==> src/rtl/imem_loader.sv <==
// ============================================================================
//  Module   : imem_loader
//  Purpose  : Boot-time instruction memory writer. Receives a counted byte
//             stream, assembles little-endian 32-bit words, writes them to
//             consecutive word addresses from 0 and releases the processor
//             reset only after the trailing checksum matches.
//  Revision : 1.0 - initial release
// ============================================================================
`default_nettype none

module imem_loader #(
  parameter int MEM_WORDS = 512
) (
  input  logic        clk_i,
  input  logic        reset_i,
  input  logic        start_i,
  input  logic        in_valid_i,
  output logic        in_ready_o,
  input  logic [7:0]  in_data_i,
  output logic        we_o,
  output logic [31:0] wa_o,
  output logic [31:0] wd_o,
  output logic        busy_o,
  output logic        done_o,
  output logic        err_o,
  output logic        cpu_reset_o
);

  // Word index must be able to count one past the last legal word.
  localparam int          IDX_W     = $clog2(MEM_WORDS + 1);
  localparam logic [15:0] MAX_WORDS = 16'(MEM_WORDS);

  localparam logic [2:0] S_IDLE   = 3'd0;
  localparam logic [2:0] S_CNT_LO = 3'd1;
  localparam logic [2:0] S_CNT_HI = 3'd2;
  localparam logic [2:0] S_DATA   = 3'd3;
  localparam logic [2:0] S_CHECK  = 3'd4;
  localparam logic [2:0] S_DONE   = 3'd5;
  localparam logic [2:0] S_ERROR  = 3'd6;

  logic [2:0]       state_q;
  logic [2:0]       state_d;

  logic [15:0]      count_q;   // announced word count N
  logic [IDX_W-1:0] idx_q;     // index of the next word to be written
  logic [1:0]       lane_q;    // byte lane within the current word
  logic [7:0]       sum_q;     // running mod-256 sum of data bytes
  logic [23:0]      asm_q;     // lower three bytes of the word being built
  logic             we_q;
  logic [31:0]      wa_q;
  logic [31:0]      wd_q;

  logic             w_accept;
  logic [15:0]      w_count_full;
  logic             w_last_word;

  assign w_accept     = in_valid_i & in_ready_o;
  // Full count as it will be once the high byte currently on the bus lands.
  assign w_count_full = {in_data_i, count_q[7:0]};
  // The word completing now is the final one when index+1 reaches N.
  assign w_last_word  = ((16'(idx_q) + 16'd1) == count_q);

  // State register.
  always_ff @(posedge clk_i) begin
    if (reset_i) begin
      state_q <= S_IDLE;
    end else begin
      state_q <= state_d;
    end
  end

  // Next-state logic: transitions only on accepted bytes or a start request.
  always_comb begin
    state_d = state_q;
    case (state_q)
      S_IDLE, S_DONE, S_ERROR: begin
        if (start_i) begin
          state_d = S_CNT_LO;
        end
      end
      S_CNT_LO: begin
        if (w_accept) begin
          state_d = S_CNT_HI;
        end
      end
      S_CNT_HI: begin
        if (w_accept) begin
          if (w_count_full > MAX_WORDS) begin
            state_d = S_ERROR;
          end else if (w_count_full == 16'd0) begin
            state_d = S_CHECK;
          end else begin
            state_d = S_DATA;
          end
        end
      end
      S_DATA: begin
        if (w_accept && (lane_q == 2'd3) && w_last_word) begin
          state_d = S_CHECK;
        end
      end
      S_CHECK: begin
        if (w_accept) begin
          if (in_data_i == sum_q) begin
            state_d = S_DONE;
          end else begin
            state_d = S_ERROR;
          end
        end
      end
      default: begin
        state_d = S_IDLE;
      end
    endcase
  end

  // Status outputs decoded purely from the current state.
  always_comb begin
    in_ready_o  = 1'b0;
    busy_o      = 1'b0;
    done_o      = 1'b0;
    err_o       = 1'b0;
    cpu_reset_o = 1'b1;
    case (state_q)
      S_CNT_LO, S_CNT_HI, S_DATA, S_CHECK: begin
        in_ready_o = 1'b1;
        busy_o     = 1'b1;
      end
      S_DONE: begin
        done_o      = 1'b1;
        cpu_reset_o = 1'b0;
      end
      S_ERROR: begin
        err_o = 1'b1;
      end
      default: begin
        in_ready_o = 1'b0;
      end
    endcase
  end

  // Datapath: count capture, byte assembly, checksum and the write port.
  always_ff @(posedge clk_i) begin
    if (reset_i) begin
      count_q <= 16'd0;
      idx_q   <= '0;
      lane_q  <= 2'd0;
      sum_q   <= 8'd0;
      asm_q   <= 24'd0;
      we_q    <= 1'b0;
      wa_q    <= 32'd0;
      wd_q    <= 32'd0;
    end else begin
      we_q <= 1'b0;
      case (state_q)
        S_IDLE, S_DONE, S_ERROR: begin
          if (start_i) begin
            idx_q  <= '0;
            lane_q <= 2'd0;
            sum_q  <= 8'd0;
          end
        end
        S_CNT_LO: begin
          if (w_accept) begin
            count_q[7:0] <= in_data_i;
          end
        end
        S_CNT_HI: begin
          if (w_accept) begin
            count_q[15:8] <= in_data_i;
          end
        end
        S_DATA: begin
          if (w_accept) begin
            sum_q  <= sum_q + in_data_i;
            lane_q <= lane_q + 2'd1;
            case (lane_q)
              2'd0: asm_q[7:0]   <= in_data_i;
              2'd1: asm_q[15:8]  <= in_data_i;
              2'd2: asm_q[23:16] <= in_data_i;
              default: begin
                // Fourth byte completes the word: issue the write.
                wd_q  <= {in_data_i, asm_q};
                wa_q  <= {{(30 - IDX_W){1'b0}}, idx_q, 2'b00};
                idx_q <= idx_q + 1'b1;
                we_q  <= 1'b1;
              end
            endcase
          end
        end
        default: begin
          we_q <= 1'b0;
        end
      endcase
    end
  end

  assign we_o = we_q;
  assign wa_o = wa_q;
  assign wd_o = wd_q;

endmodule

`default_nettype wire
==> config.mk <==
export PLATFORM = sky130hd
export DESIGN_NAME = imem_loader
export DESIGN_NICKNAME = d
export VERILOG_FILES = /design/src/rtl/imem_loader.sv
export SDC_FILE = /design/constraint.sdc
export NUM_CORES = 1
export LEC_CHECK = 0
export ABC_CLOCK_PERIOD_IN_PS = 3150
export CAP_MARGIN = 20
export CELL_PAD_IN_SITES_DETAIL_PLACEMENT = 0
export CELL_PAD_IN_SITES_GLOBAL_PLACEMENT = 1
export CORE_UTILIZATION = 35
export DETAILED_ROUTE_END_ITERATION = 8
export DONT_BUFFER_PORTS = 1
export GPL_TIMING_DRIVEN = 0
export PLACE_DENSITY_LB_ADDON = 0.1
export SETUP_SLACK_MARGIN = 0.2
export SLEW_MARGIN = 20
export SYNTH_ARGS = -nofsm -noshare
export SYNTH_HDL_FRONTEND = slang
export SYNTH_SLANG_ARGS = --single-unit
==> constraint.sdc <==
create_clock -name clk_i -period 3.15 [get_ports clk_i]
set_input_delay 0.945 -clock clk_i [delete_from_list [all_inputs] [get_ports clk_i]]
set_output_delay 0.945 -clock clk_i [all_outputs]
set_load 0.01 [all_outputs]
==> impl_metrics.tcl <==
set metrics [dict create \
    p_switching_mw 1.02 \
    ioPinCount 82 \
    firstDrtPassIters 5 \
    via_per_inst 5.06 \
    clock_path_buffers 2 \
    fin_worst_skew_ns 0.00478 \
    vias 4321 \
    hold_viol_final 0 \
    synth_ff_type "dfxtp_1" \
    setup_viol 0 \
    layout_setup_ws_ns 0.477 \
    synthToLayoutAreaGrowth_pct 12.7 \
    die_area_um2 14900 \
    max-vdd-ir-drop_uv 242 \
    required_ns 2.20 \
    drive_above_1_share 0.0994 \
    gp_congestion 0.815 \
    cp_max_fo 10 \
    power_frac_seq 0.421 \
    slowest_delay_ns 0.40 \
    grt_max_degree 18 \
    setup-tns-final_ns 0 \
    final_cells 854 \
    grt_pass1_wl_um 21900 \
    power.internal_mw 2.39 \
    max-cap-violations 0 \
    initial_utilization 0.360 \
    synth_cell_types 55 \
    antenna_found_initial 0 \
    cts_buffers 9 \
    core_area_um2 14000 \
    cts_max_level 3 \
    cts.sinks 106 \
    crit_slowest_cell "xnor2_1" \
    path_clk_slew_ns 0.07 \
    slew_headroom 0.455 \
    rows 43 \
    postRouteAntennaNets 0 \
    syn_area_um2 5040 \
    cts_tree "yes" \
    comb_power_share 0.208 \
    grt_usage 0.194 \
    post-dp-hpwl_um 9790 \
    synthCells 637 \
    netlist_top_cells_count "141 x nand2_1, 106 x dfxtp_1, 99 x a21oi_1" \
    cp.arrival_ns 1.73 \
    synth_largest_area_cell "dfxtp_1" \
    drv_slew 0 \
    worstMarginPinSlew_ns 0.813 \
    drt_iter0_markers 306 \
    routed_wl_um 13800 \
    p_leak_nw 2.03 \
    async_flop_share 0 \
    synth_edf_count 0 \
    routedWlPerCell_um 16.2 \
    setup.worst_path.end_class "output pin" \
    cts_hold_buf 0 \
    dpl_worst_slack_ns 0.458 \
    grt_overflow 0 \
    crit_chain "buf_6, buf_2, nor2_1, xnor2_1, buf_4" \
    report.power.total_mw 3.42 \
    final.min_clock_period_ns 2.67 \
    antenna_cells 0 \
    die_h_um 122 \
    synth_most_common_cell "nand2_1" \
    clkPwrFrac 0.371 \
    clk_latency_ns 0.35 \
    switching_share 0.300 \
    worst_setup_path_start_kind "register" \
    fin_nets 695 \
    run_status "complete, no violations" \
    synth.ff_latch_count 106 \
    cts-resized-gates 0 \
    powerDensity_nw_per_um2 601 \
    postCtsSetupBuffers 0 \
    yosysWarnings 0 \
    max_freq_ghz 0.374 \
    portBuffers 0 \
    yosys-top-cells-area "dfxtp_1 42%, nand2_1 11%, a21oi_1 9.8%" \
    seq_area_frac_synth 0.421 \
    rsz0062_at_grt "no" \
    syn_avg_cell_area_um2 7.91 \
    netlist.area_leader.share 0.421 \
    die_w_um 122 \
    dp.cells 838 \
    period_share 0.849 \
    grt_pass1_vias 4150 \
    drc_errors 0 \
    cts_root_buf "clkbuf_16" \
    hp-class "reg -> reg" \
    crit_type "reg -> out" \
]
==> power groups by stage <==
stage / clock [mW] / combinational, mW / sequential, mW
5_1_grt: 1.35 / 0.786 / 1.45
4_1_cts: 1.30 / 0.712 / 1.44
6_report: 1.27 / 0.711 / 1.44
3_5_place_dp: 0 / 0.710 / 1.47
3_3_place_gp: 0 / 0.699 / 1.47
2_1_floorplan: 0 / 0.543 / 1.46
==> final timing paths <==
kind	start	endpoint	slack [ns]	cells past startpoint
setup reg to reg	idx_q[0]	state_q[0]	0.69	8
setup / recovery	state_q[0]	in_ready_o	0.48	5
hold / removal	asm_q[22]	wd_o[22]	0.46	2
hold reg to reg	asm_q[22]	wd_o[22]	0.46	2
==> cells in the final DEF (no fill, tap or decap), types with 6 or more instances in the layout <==
master / synthesis / final
nor3_1: 9 / 9
dfxtp_1: 106 / 106
buf_4: 27 / 27
o21ai_0: 17 / 17
nand2_1: 141 / 141
ha_1: 13 / 13
mux2i_1: 10 / 10
clkbuf_16: 0 / 9
xnor2_1: 12 / 12
nand3b_1: 6 / 6
a21oi_1: 99 / 99
buf_2: 11 / 11
conb_1: 1 / 22
xor2_1: 8 / 8
inv_1: 8 / 8
nand3_1: 32 / 32
nor2_1: 39 / 39
clkbuf_1: 25 / 25
==> cell type report <==
| class | instances | area (um^2) |
|---|---|---|
| Buffer | 67 | 382 |
| Clock buffer | 11 | 253 |
| Clock inverter | 5 | 83.8 |
| Fill cell | 1456 | 8310 |
| Inverter | 8 | 30.0 |
| Multi-Input combinational cell | 477 | 2580 |
| Sequential cell | 106 | 2120 |
| Tap cell | 180 | 225 |
==> worst max-delay path: cells and delay by family (launching register included) <==
kind	cells	cell delay (ns)
flops	1	0.33
xor+xnor	1	0.40
buf+inv	3	0.56
simple gates	1	0.09
==> state kept, by name, indices dropped and copies added (netlist names) <==
| signal | flops |
|---|---|
| idx_q | 10 |
| wd_o | 32 |
| sum_q | 8 |
| lane_q | 2 |
| state_q | 3 |
| wa_o | 10 |
| asm_q | 24 |
| we_o | 1 |
| count_q | 16 |
==> per-layer routing <==
metal	GRT usage	part of all wire	wire length, um
met1	0.242	0.46	6290
met2	0.332	0.48	6680
met3	0.0562	0.053	729
met4	0.0378	0.0079	109
met5	0	0	0
==> cell families (layout without fill, tap and decap cells) <==
group                      count (synthesis)  count (layout)  share of synthesized area
buffers and inverters                     75              91                     0.0817
DFF                                      106             106                      0.421
other                                      1              22                   0.000744
and+or+nand+nor                          270             270                      0.247
xor gates and xnor gates                  20              20                     0.0348
AOI/OAI and AO/OA                        141             141                      0.159
muxes                                     10              10                     0.0199
adders and majority gates                 14              14                     0.0363
==> through the flow <==
step / util / hold WS, ns / cell area (um^2)
6_report: 0.406 / 0.456 / 5680
5_1_grt: 0.406 / 0.463 / 5680
4_1_cts: 0.406 / 0.457 / 5680
3_5_place_dp: 0.382 / 0.447 / 5340
3_3_place_gp: 0.382 / 0.443 / 5340
2_1_floorplan: - / 0.432 / 5120
Note: power is estimated with default switching activity, not from simulation.
